### config.mk
export PLATFORM = sky130hd
export DESIGN_NAME = iddmm_loader_flat
export DESIGN_NICKNAME = d
export VERILOG_FILES = /design/src/rtl/iddmm_loader_pkg.sv /design/src/rtl/iddmm_loader_if.sv /design/src/rtl/iddmm_loader_word_cnt.sv /design/src/rtl/iddmm_loader.sv /design/src/flat_wrapper.sv
export SDC_FILE = /design/constraint.sdc
export NUM_CORES = 1
export LEC_CHECK = 0
export ABC_AREA = 1
export ABC_CLOCK_PERIOD_IN_PS = 3340
export CORE_UTILIZATION = 25
export DETAILED_ROUTE_END_ITERATION = 10
export HOLD_SLACK_MARGIN = 0.06
export PLACE_DENSITY_LB_ADDON = 0.25
export SETUP_SLACK_MARGIN = 0.15
export SLEW_MARGIN = 20
export SYNTH_ARGS = -nofsm -noshare
export SYNTH_HDL_FRONTEND = slang
export SYNTH_SLANG_ARGS = --single-unit
### constraint.sdc
create_clock -name clk -period 3.34 [get_ports clk]
set_input_delay 0.334 -clock clk [delete_from_list [all_inputs] [get_ports clk]]
set_output_delay 0.334 -clock clk [all_outputs]
set_load 0.05 [all_outputs]
### src/rtl/iddmm_loader_pkg.sv
// Shared types and encodings for the IDDMM operand loader: FSM states, word tags
// and RAM write-enable bit positions.
package iddmm_pkg;

  typedef enum logic [1:0] {
    LOAD = 2'd0,
    REQ  = 2'd1,
    RUN  = 2'd2,
    DONE = 2'd3
  } state_e;

  localparam logic [1:0] SEL_X  = 2'd0;
  localparam logic [1:0] SEL_Y  = 2'd1;
  localparam logic [1:0] SEL_M  = 2'd2;
  localparam logic [1:0] SEL_M1 = 2'd3;

  localparam int WR_X = 0;
  localparam int WR_Y = 1;
  localparam int WR_M = 2;

  // The m1 tag has no RAM behind it, so it maps to an all-zero enable.
  function automatic logic [2:0] sel_onehot(input logic [1:0] sel);
    logic [2:0] oh;
    oh = '0;
    case (sel)
      SEL_X:   oh[WR_X] = 1'b1;
      SEL_Y:   oh[WR_Y] = 1'b1;
      SEL_M:   oh[WR_M] = 1'b1;
      default: oh = '0;
    endcase
    return oh;
  endfunction

endpackage

### src/rtl/iddmm_loader_if.sv
// Bundle of the loader's word stream, multiplier RAM write port and task handshake.
// master = loader side, slave = environment (stream source + multiplier) side.
interface iddmm_loader_if #(
  parameter int K      = 128,
  parameter int N      = 32,
  parameter int ADDR_W = $clog2(N)
);

  logic              s_valid;
  logic              s_ready;
  logic [1:0]        s_sel;
  logic [K-1:0]      s_data;

  logic [2:0]        wr_ena;
  logic [ADDR_W-1:0] wr_addr;
  logic [K-1:0]      wr_x;
  logic [K-1:0]      wr_y;
  logic [K-1:0]      wr_m;
  logic [K-1:0]      wr_m1;

  logic              task_req;
  logic              task_grant;
  logic              task_end;
  logic              busy;
  logic              done;
  logic              err;

  modport master (
    input  s_valid, s_sel, s_data, task_grant, task_end,
    output s_ready, wr_ena, wr_addr, wr_x, wr_y, wr_m, wr_m1,
    output task_req, busy, done, err
  );

  modport slave (
    output s_valid, s_sel, s_data, task_grant, task_end,
    input  s_ready, wr_ena, wr_addr, wr_x, wr_y, wr_m, wr_m1,
    input  task_req, busy, done, err
  );

endinterface

### src/rtl/iddmm_loader_word_cnt.sv
// Per-operand RAM address counter; counts 0..N inclusive and flags when N words
// have been written.
module iddmm_word_cnt
  import iddmm_pkg::*;
#(
  parameter int N      = 32,
  parameter int ADDR_W = $clog2(N)
) (
  input  logic              clk,
  input  logic              rst_n,
  input  logic              clr,
  input  logic              inc,
  output logic [ADDR_W-1:0] addr,
  output logic              full
);

  localparam logic [ADDR_W:0] FULL_VAL = (ADDR_W + 1)'(N);

  logic [ADDR_W:0] cnt_q;
  logic [ADDR_W:0] cnt_d;

  always_comb begin
    cnt_d = cnt_q;
    if (clr) begin
      cnt_d = '0;
    end else if (inc && (cnt_q != FULL_VAL)) begin
      cnt_d = cnt_q + 1'b1;
    end
  end

  always_ff @(posedge clk) begin
    if (!rst_n) begin
      cnt_q <= '0;
    end else begin
      cnt_q <= cnt_d;
    end
  end

  assign addr = cnt_q[ADDR_W-1:0];
  assign full = (cnt_q == FULL_VAL);

endmodule

### src/rtl/iddmm_loader.sv
// Converts a tagged K-bit word stream into IDDMM RAM writes, then runs the task handshake.
// Optional: IDDMM_LOADER_REUSE_M_EN keeps m and m1 loaded across tasks.
module iddmm_loader
  import iddmm_pkg::*;
#(
  parameter int K      = 128,
  parameter int N      = 32,
  parameter int ADDR_W = $clog2(N)
) (
  input  logic            clk,
  input  logic            rst_n,
  iddmm_loader_if.master  bus
);

`ifdef IDDMM_LOADER_REUSE_M_EN
  localparam bit REUSE_M = 1'b1;
`else
  localparam bit REUSE_M = 1'b0;
`endif

  state_e            state_q, state_d;
  logic [K-1:0]      m1_q, m1_d;
  logic              m1_ok_q, m1_ok_d;
  logic              err_q, err_d;
  logic [2:0]        wr_ena_q, wr_ena_d;
  logic [ADDR_W-1:0] wr_addr_q, wr_addr_d;
  logic [K-1:0]      wr_x_q, wr_x_d;
  logic [K-1:0]      wr_y_q, wr_y_d;
  logic [K-1:0]      wr_m_q, wr_m_d;
  logic              s_ready_q, s_ready_d;
  logic              task_req_q, task_req_d;
  logic              busy_q, busy_d;
  logic              done_q, done_d;

  logic [ADDR_W-1:0] addr [3];
  logic [2:0]        full;
  logic [2:0]        inc;
  logic [2:0]        clr;
  logic              xfer;
  logic              sel_full;
  logic [ADDR_W-1:0] sel_addr;

  assign xfer = bus.s_valid & s_ready_q;
  assign inc  = wr_ena_d;

  // With reuse enabled, the m counter survives DONE so only x and y need reloading.
  for (genvar gi = 0; gi < 3; gi++) begin : g_cnt
    assign clr[gi] = (state_q == DONE) && !(REUSE_M && (gi == WR_M));

    iddmm_word_cnt #(
      .N      (N),
      .ADDR_W (ADDR_W)
    ) u_cnt (
      .clk   (clk),
      .rst_n (rst_n),
      .clr   (clr[gi]),
      .inc   (inc[gi]),
      .addr  (addr[gi]),
      .full  (full[gi])
    );
  end

  always_comb begin
    state_d   = state_q;
    m1_d      = m1_q;
    m1_ok_d   = m1_ok_q;
    err_d     = err_q;
    wr_ena_d  = '0;
    wr_addr_d = wr_addr_q;
    wr_x_d    = wr_x_q;
    wr_y_d    = wr_y_q;
    wr_m_d    = wr_m_q;
    sel_full  = 1'b0;
    sel_addr  = '0;

    case (bus.s_sel)
      SEL_X:   begin sel_full = full[WR_X]; sel_addr = addr[WR_X]; end
      SEL_Y:   begin sel_full = full[WR_Y]; sel_addr = addr[WR_Y]; end
      SEL_M:   begin sel_full = full[WR_M]; sel_addr = addr[WR_M]; end
      default: ;
    endcase

    // m1 must arrive first because the multiplier latches wr_m1 on any RAM write.
    if (xfer) begin
      if (bus.s_sel == SEL_M1) begin
        m1_d    = bus.s_data;
        m1_ok_d = 1'b1;
      end else if (!m1_ok_q || sel_full) begin
        err_d = 1'b1;
      end else begin
        wr_ena_d  = sel_onehot(bus.s_sel);
        wr_addr_d = sel_addr;
        case (bus.s_sel)
          SEL_X:   wr_x_d = bus.s_data;
          SEL_Y:   wr_y_d = bus.s_data;
          default: wr_m_d = bus.s_data;
        endcase
      end
    end

    case (state_q)
      LOAD: if ((&full) && m1_ok_q) state_d = REQ;
      REQ:  if (bus.task_grant) state_d = bus.task_end ? DONE : RUN;
      RUN:  if (bus.task_end) state_d = DONE;
      DONE: begin
        state_d = LOAD;
        if (!REUSE_M) m1_ok_d = 1'b0;
      end
      default: state_d = LOAD;
    endcase

    s_ready_d  = (state_d == LOAD);
    task_req_d = (state_d == REQ);
    busy_d     = (state_d == REQ) || (state_d == RUN);
    done_d     = (state_d == DONE);
  end

  always_ff @(posedge clk) begin
    if (!rst_n) begin
      state_q    <= LOAD;
      m1_q       <= '0;
      m1_ok_q    <= 1'b0;
      err_q      <= 1'b0;
      wr_ena_q   <= '0;
      wr_addr_q  <= '0;
      wr_x_q     <= '0;
      wr_y_q     <= '0;
      wr_m_q     <= '0;
      s_ready_q  <= 1'b0;
      task_req_q <= 1'b0;
      busy_q     <= 1'b0;
      done_q     <= 1'b0;
    end else begin
      state_q    <= state_d;
      m1_q       <= m1_d;
      m1_ok_q    <= m1_ok_d;
      err_q      <= err_d;
      wr_ena_q   <= wr_ena_d;
      wr_addr_q  <= wr_addr_d;
      wr_x_q     <= wr_x_d;
      wr_y_q     <= wr_y_d;
      wr_m_q     <= wr_m_d;
      s_ready_q  <= s_ready_d;
      task_req_q <= task_req_d;
      busy_q     <= busy_d;
      done_q     <= done_d;
    end
  end

  assign bus.s_ready  = s_ready_q;
  assign bus.wr_ena   = wr_ena_q;
  assign bus.wr_addr  = wr_addr_q;
  assign bus.wr_x     = wr_x_q;
  assign bus.wr_y     = wr_y_q;
  assign bus.wr_m     = wr_m_q;
  assign bus.wr_m1    = m1_q;
  assign bus.task_req = task_req_q;
  assign bus.busy     = busy_q;
  assign bus.done     = done_q;
  assign bus.err      = err_q;

endmodule
### src/flat_wrapper.sv
// flat-port wrapper written by rule: the top's interface ports become plain ports
module iddmm_loader_flat import iddmm_pkg::*;
#(
  parameter int K      = 128,
  parameter int N      = 32,
  parameter int ADDR_W = $clog2(N)
)
  (clk, rst_n, bus_s_valid, bus_s_sel, bus_s_data, bus_task_grant, bus_task_end, bus_s_ready, bus_wr_ena, bus_wr_addr, bus_wr_x, bus_wr_y, bus_wr_m, bus_wr_m1, bus_task_req, bus_busy, bus_done, bus_err);
  iddmm_loader_if #(.K(K), .N(N), .ADDR_W(ADDR_W)) bus_i ();
  input  logic clk;
  input  logic rst_n;
  input wire logic [$bits(bus_i.s_valid)-1:0] bus_s_valid;
  input wire logic [$bits(bus_i.s_sel)-1:0] bus_s_sel;
  input wire logic [$bits(bus_i.s_data)-1:0] bus_s_data;
  input wire logic [$bits(bus_i.task_grant)-1:0] bus_task_grant;
  input wire logic [$bits(bus_i.task_end)-1:0] bus_task_end;
  output wire logic [$bits(bus_i.s_ready)-1:0] bus_s_ready;
  output wire logic [$bits(bus_i.wr_ena)-1:0] bus_wr_ena;
  output wire logic [$bits(bus_i.wr_addr)-1:0] bus_wr_addr;
  output wire logic [$bits(bus_i.wr_x)-1:0] bus_wr_x;
  output wire logic [$bits(bus_i.wr_y)-1:0] bus_wr_y;
  output wire logic [$bits(bus_i.wr_m)-1:0] bus_wr_m;
  output wire logic [$bits(bus_i.wr_m1)-1:0] bus_wr_m1;
  output wire logic [$bits(bus_i.task_req)-1:0] bus_task_req;
  output wire logic [$bits(bus_i.busy)-1:0] bus_busy;
  output wire logic [$bits(bus_i.done)-1:0] bus_done;
  output wire logic [$bits(bus_i.err)-1:0] bus_err;
  assign bus_i.s_valid = bus_s_valid;
  assign bus_i.s_sel = bus_s_sel;
  assign bus_i.s_data = bus_s_data;
  assign bus_i.task_grant = bus_task_grant;
  assign bus_i.task_end = bus_task_end;
  assign bus_s_ready = bus_i.s_ready;
  assign bus_wr_ena = bus_i.wr_ena;
  assign bus_wr_addr = bus_i.wr_addr;
  assign bus_wr_x = bus_i.wr_x;
  assign bus_wr_y = bus_i.wr_y;
  assign bus_wr_m = bus_i.wr_m;
  assign bus_wr_m1 = bus_i.wr_m1;
  assign bus_task_req = bus_i.task_req;
  assign bus_busy = bus_i.busy;
  assign bus_done = bus_i.done;
  assign bus_err = bus_i.err;
  iddmm_loader #(.K(K), .N(N), .ADDR_W(ADDR_W)) u_core (.clk(clk), .rst_n(rst_n), .bus(bus_i));
endmodule
==> impl_metrics.py, run 1 <==
metrics = {
    "status": {
        "status": "finished, final reports clean",
    },
    "placement": {
        "post-dp-hpwl_um": 58400,
        "place.gp.congestion": 0.818,
        "numPortBuffers": 659,
    },
    "power_and_ir_drop": {
        "p_leak_nw": 12.4,
        "total_power_mw": 15.1,
        "ir_drop_mv": 0.392,
        "powerDensity_mw_per_mm2": 478,
    },
    "worst_hold_path": {
        "hp-class": "in -> reg",
        "hp-start": "rst_n",
    },
    "clock_tree": {
        "cts_sinks": 546,
        "htreeDepth": 3,
        "post-cts-setup-buffer-count": 0,
        "cts_tree": "yes",
        "ctsResizeCount": 0,
        "postCtsHoldBufs": 0,
        "clk_path_buf_depth": 3,
        "cts_buffers": 67,
        "clock_latency_ns": 0.60,
        "cts.clk_slew.worst_paths_ns": 0.06,
        "root_buffer": "clkbuf_16",
    },
    "route": {
        "detail-route-antenna-nets": 0,
        "wire_per_inst_um": 18.9,
        "vias": 21500,
        "viasPerCell": 4.62,
        "drc": 0,
        "drt-pass1-iter-count": 5,
        "finalWirelength_um": 87800,
        "dr.first_iter.drc_count": 1248,
    },
    "logic_synthesis": {
        "yosysTopAreaCell": "dfxtp_1",
        "yosysSeqAreaShare_pct": 50.4,
        "synth_area_per_cell_um2": 7.36,
        "synth_area_leaders": "dfxtp_1 50%, nor2_1 14%, nand4_1 12%",
        "netlist_instances": 2951,
        "ys.warnings.count": 0,
        "post_synth_instance_area_mm2": 0.0217,
        "ys_types": 25,
        "ys_seq_elements": 546,
        "syn-num-nets": 3095,
        "synth_top_area_share_pct": 50.4,
    },
    "sta": {
        "final-max-slew-violation-count": 0,
        "rsz0062_at_grt": "false",
        "setup_tns_ns": 0,
        "finalCritPeriodShare_pct": 69.5,
        "worst_pin_slew_ns": 0.787,
        "period_minus_slack_ns": 2.32,
        "finalSetupViolCount": 0,
        "max_clock_freq_mhz": 431,
        "fin_skew_ns": 0.0262,
        "max_slew_margin_pct": 47.5,
        "hold_viol_final": 0,
    },
    "layout": {
        "multi_input_area_mm2": 0.00902,
        "drive_above_1_share_pct": 4.81,
        "area_growth_pct": 45.3,
        "fillers": 9027,
        "final_common_cell": "nor2_1",
        "register_area_mm2": 0.0109,
        "final_cell_mix": "814 x nor2_1, 658 x clkdlybuf4s50_1, 545 x dfxtp_1",
        "final_nets": 3609,
    },
    "setup_path": {
        "worstSetupStartpointType": "flip-flop",
        "cp_max_fo": 71,
        "r2r_start": "u_core.g_cnt[1].u_cnt.cnt_q[0]$_SDFFE_PP0P_",
        "cp.required_ns": 3.86,
        "startpoint": "u_core.g_cnt[1].u_cnt.cnt_q[0]$_SDFFE_PP0P_",
        "cp.arrival_ns": 2.84,
        "cp-end-kind": "flip-flop",
        "crit_type": "reg -> reg",
    },
    "floorplan": {
        "die_w_um": 297,
        "rows": 107,
        "dieArea_mm2": 0.0880,
        "start_util_pct": 25.4,
        "die_y_um": 297,
        "boundaryPins": 660,
        "core_mm2": 0.0855,
    },
    "global_routing": {
        "overflow": 0,
        "grt_max_degree": 147,
        "grt_pass1_vias": 20000,
        "grt_usage_pct": 19.1,
        "grt_pass1_wl_um": 129000,
        "antenna_found_initial": 2,
    },
    "job": {
        "cap_violations": 0,
    },
}
## where the power goes
part | internal (mW) | switching, mW
combinational | 0.408 | 0.847
clock | 4.18 | 3.02
sequential | 6.59 | 0.0460
total | 11.2 | 3.91
## final timing paths
check                                          end  slack (ns)  depth (start not counted)
setup / recovery  u_core.bus.wr_x[18]$_SDFFE_PN0P_        1.02                         12
hold / removal    u_core.bus.wr_x[40]$_SDFFE_PN0P_        0.20                          3
setup reg to reg  u_core.bus.wr_x[18]$_SDFFE_PN0P_        1.02                         12
hold reg to reg   u_core.bus.wr_m[10]$_SDFFE_PN0P_        0.46                          2
## stage by stage
stage | cell area [um^2] | hold slack (ns) | utilization, % | setup slack, ns | std cells
4_1_cts | 31500 | 0.180 | 36.9 | 0.988 | 4658
3_5_place_dp | 29400 | 0.455 | 34.3 | 0.652 | 4540
5_1_grt | 31500 | 0.198 | 36.9 | 0.793 | 4659
6_report | 31500 | 0.202 | 36.9 | 1.02 | 4659
2_1_floorplan | 21700 | 0.454 | - | 1.32 | 2951
3_3_place_gp | 29400 | 0.447 | 34.3 | 0.674 | 4540
## worst max-delay path: stages, from the launching register on
cell and delay [ns]:
dfxtp_1 0.36, inv_1 0.10, ha_1 0.20, inv_1 0.05, nor2_1 0.04, nand3_1 0.10, nand2_2 0.09, nor2_8 0.27
nand3_4 0.23, inv_4 0.15, buf_12 0.31, nor2_1 0.08, nor2_1 0.09
## state kept, by name, indices dropped and copies added (netlist names)
| register | count |
|---|---|
| u_core.bus.done | 1 |
| u_core.bus.task_req | 1 |
| u_core.bus.wr_ena | 3 |
| u_core.bus.s_ready | 1 |
| u_core.state_q | 2 |
| u_core.m1_ok_q | 1 |
| u_core.bus.wr_addr | 5 |
| u_core.bus.busy | 1 |
| u_core.g_cnt.u_cnt.cnt_q | 18 |
| u_core.bus.wr_x | 128 |
| u_core.bus.wr_m1 | 128 |
| u_core.bus.wr_m | 128 |
| u_core.bus.err | 1 |
| u_core.bus.wr_y | 128 |
## cells by family after synthesis
group | count (synthesis) | share of synthesized area, %
buffers and inverters | 430 | 8.17
AOI/OAI and AO/OA | 279 | 6.48
and+or+nand+nor | 1678 | 34.1
adders and majority gates | 9 | 0.519
DFF | 546 | 50.4
xor gates and xnor gates | 9 | 0.363
## cell usage after synthesis
cell,count
o21ai_0,129
clkbuf_1,104
o211ai_1,1
nand3_1,8
inv_1,161
xor2_1,9
buf_2,89
dfxtp_1,546
nand2_2,2
o211a_1,1
nor2_4,1
nand3_2,2
buf_1,63
nand2_1,433
nor2_2,3
buf_6,4
nand3_4,1
nor2_1,815
inv_2,4
nor2_8,1
nand4_1,412
ha_1,9
buf_4,5
a21oi_1,145
o22ai_1,3
## per-layer routing
metal  track usage [%]  vias up  share of wire (%)
li1                  -    10700                  -
met1              23.6    10000                 41
met2              30.8      708                 46
met3              6.75      103                9.9
met4              5.96        0                2.4
met5                 0        -                  0
## cell type report
type | instances | share of cell area [%]
flip-flops and latches | 546 | 34.7
multi-input cells | 1975 | 28.6
repair buffers | 710 | 23.3
clock buffers | 99 | 6.21
well taps | 1144 | 4.54
inverters | 165 | 1.99
clock inverters | 19 | 0.670
diodes | 1 | 0.00793
(Power assumes the default switching activity.)
==> inputs of run 2 (changes only) <==
Settings changed: ABC_CLOCK_PERIOD_IN_PS 3340 to 1900.
Clock period 3.34 ns to 1.9 ns, I/O delays scaled along.
==> impl_metrics.py, run 2 (synthesis gave the netlist of run 1 again) <==
metrics = {
    "clock_tree": {
        "cts_tree": "yes",
        "cts_buffers": 66,
        "clk_path_buf_depth": 3,
        "clock_latency_ns": 0.61,
        "htreeDepth": 3,
        "cts_sinks": 546,
        "root_buffer": "clkbuf_16",
        "cts.clk_slew.worst_paths_ns": 0.06,
    },
    "sta": {
        "final-max-slew-violation-count": 0,
        "final.setup.worst_slack_ns": -0.0240,
        "finalSetupViolCount": 67,
        "worst_pin_slew_ns": 0.635,
        "max_slew_margin_pct": 57.7,
        "rsz0062_at_grt": "true",
        "hold_viol_final": 0,
        "fin_skew_ns": 0.0289,
        "period_minus_slack_ns": 1.92,
        "max_clock_freq_mhz": 520,
        "finalCritPeriodShare_pct": 101,
    },
    "route": {
        "dr.first_iter.drc_count": 1246,
        "drt-pass1-iter-count": 5,
        "detail-route-antenna-nets": 0,
        "finalWirelength_um": 99800,
        "viasPerCell": 4.70,
        "vias": 22800,
        "drc": 0,
        "wire_per_inst_um": 20.6,
    },
    "power_and_ir_drop": {
        "total_power_mw": 27.0,
        "p_leak_nw": 16.3,
        "seq_power_share_pct": 43.2,
        "powerDensity_mw_per_mm2": 786,
        "ir_drop_mv": 0.555,
        "p_clk_share_pct": 48.4,
        "comb_power_share_pct": 8.4,
        "switchingPower_mw": 6.92,
        "cell_internal_pwr_mw": 20.1,
        "power_switching_share_pct": 25.6,
    },
    "setup_path": {
        "cp-end-kind": "flip-flop",
        "critPathTopFamily": "buffers and inverters",
        "worstSetupStartpointType": "flip-flop",
        "slowest_delay_ns": 0.33,
        "cp.arrival_ns": 2.43,
        "r2r_cells": 15,
        "cp.required_ns": 2.40,
        "path_buf_inv": 7,
        "cp_slowest_cell": "dfxtp_2",
        "worstPathCellList": "inv_2 -> ha_4 -> inv_2 -> nor2_2 -> nand3_1 -> nand2_2 -> nor2_8 -> buf_6 -> nand3_4 -> buf_12 -> clkinv_16 -> buf_12 -> buf_16 -> nor2_2 -> nor2_1",
        "crit_cells": 15,
        "cp_max_fo": 7,
        "crit_type": "reg -> reg",
    },
    "worst_hold_path": {
        "min_path_cells": 3,
        "hp-class": "in -> reg",
    },
    "floorplan": {
        "boundaryPins": 660,
        "start_util_pct": 25.4,
        "die_y_um": 297,
        "core_mm2": 0.0855,
        "die_w_um": 297,
        "dieArea_mm2": 0.0880,
        "rows": 107,
    },
    "placement": {
        "post-dp-hpwl_um": 63100,
        "place.gp.congestion": 0.820,
        "numPortBuffers": 659,
        "preCtsSetupSlack_ns": -0.306,
    },
    "global_routing": {
        "overflow": 0,
        "grt_pass1_vias": 21300,
        "grt_max_degree": 123,
        "grt_pass1_wl_um": 139000,
        "antenna_found_initial": 3,
        "grt_usage_pct": 20.9,
    },
    "status": {
        "violations": "negative setup slack",
        "status": "finished with violations",
    },
    "layout": {
        "drive_above_1_share_pct": 15.0,
        "final_common_cell": "nor2_1",
        "final_nets": 3799,
        "area_growth_pct": 58.4,
        "fillers": 8902,
        "final_cell_mix": "712 x nor2_1, 540 x dfxtp_1, 433 x nand2_1",
    },
    "job": {
        "cap_violations": 0,
    },
}
run 2: area by class of cell:
class	instances	area, um^2	share of cell area, %
clock buffers	94	1960	5.71
multi-input cells	1975	9580	27.9
repair inverters	2	60.1	0.175
clock inverters	22	262	0.761
well taps	1144	1430	4.16
repair buffers	899	9470	27.5
diodes	3	7.51	0.0218
inverters	165	666	1.94
flip-flops and latches	546	10900	31.8
run 2: power by group through the flow:
stage | sequential [mW] | combinational (mW) | clock [mW]
after CTS | 11.7 | 2.26 | 13.3
after floorplan | 12.4 | 0.773 | 0
after global placement | 11.9 | 2.32 | 0
final | 11.7 | 2.27 | 13.1
after global routing | 11.7 | 2.44 | 13.8
after detailed placement | 11.9 | 2.31 | 0
run 2: through the flow:
step	instance area (um^2)	hold slack, ns	TNS (ns)	std cells	utilization, %
finish	34400	0.236	-0.659	4850	40.2
global route	34400	0.229	-26.08	4848	40.2
detailed placement	30200	0.455	-91.46	4648	35.4
CTS	33100	0.181	-0.811	4811	38.7
floorplan	21700	0.373	0	2951	-
global placement	30200	0.447	-85.59	4648	35.4
run 2: worst paths after layout:
| check | start | end | slack (ns) |
|---|---|---|---|
| setup reg to reg | u_core.g_cnt[1].u_cnt.cnt_q[0]$_SDFFE_PP0P_ | u_core.bus.wr_y[16]$_SDFFE_PN0P_ | -0.02 |
| hold reg to reg | u_core.bus.wr_y[31]$_SDFFE_PN0P_ | u_core.bus.wr_y[31]$_SDFFE_PN0P_ | 0.46 |
| hold / removal | bus_s_data[102] | u_core.bus.wr_m1[102]$_SDFFE_PN0P_ | 0.24 |
| setup / recovery | u_core.g_cnt[1].u_cnt.cnt_q[0]$_SDFFE_PP0P_ | u_core.bus.wr_y[16]$_SDFFE_PN0P_ | -0.02 |
run 2: routing by layer:
metal,vias to the layer above,share of wire [%],track usage (%)
met5,-,0.023,0
met4,4,3.3,7.53
met3,147,9.9,7.17
met2,830,46,33.7
met1,10700,40,25.6
li1,11100,-,-
run 2: repair_timing:
item / CTS / global route
gates cloned: 19 / 22
setup endpoints to repair: 855 / 471
pin swaps: 14 / 36
hold endpoints to repair: 15 / 0
hold buffers: 1 / 0
buffers inserted: 27 / 14
gates resized for setup: 569 / 179
run 2: worst min-delay path, cell delays in order:
cell	delay [ns]
clkdlybuf4s50_1	0.40
inv_1	0.12
a21oi_1	0.08
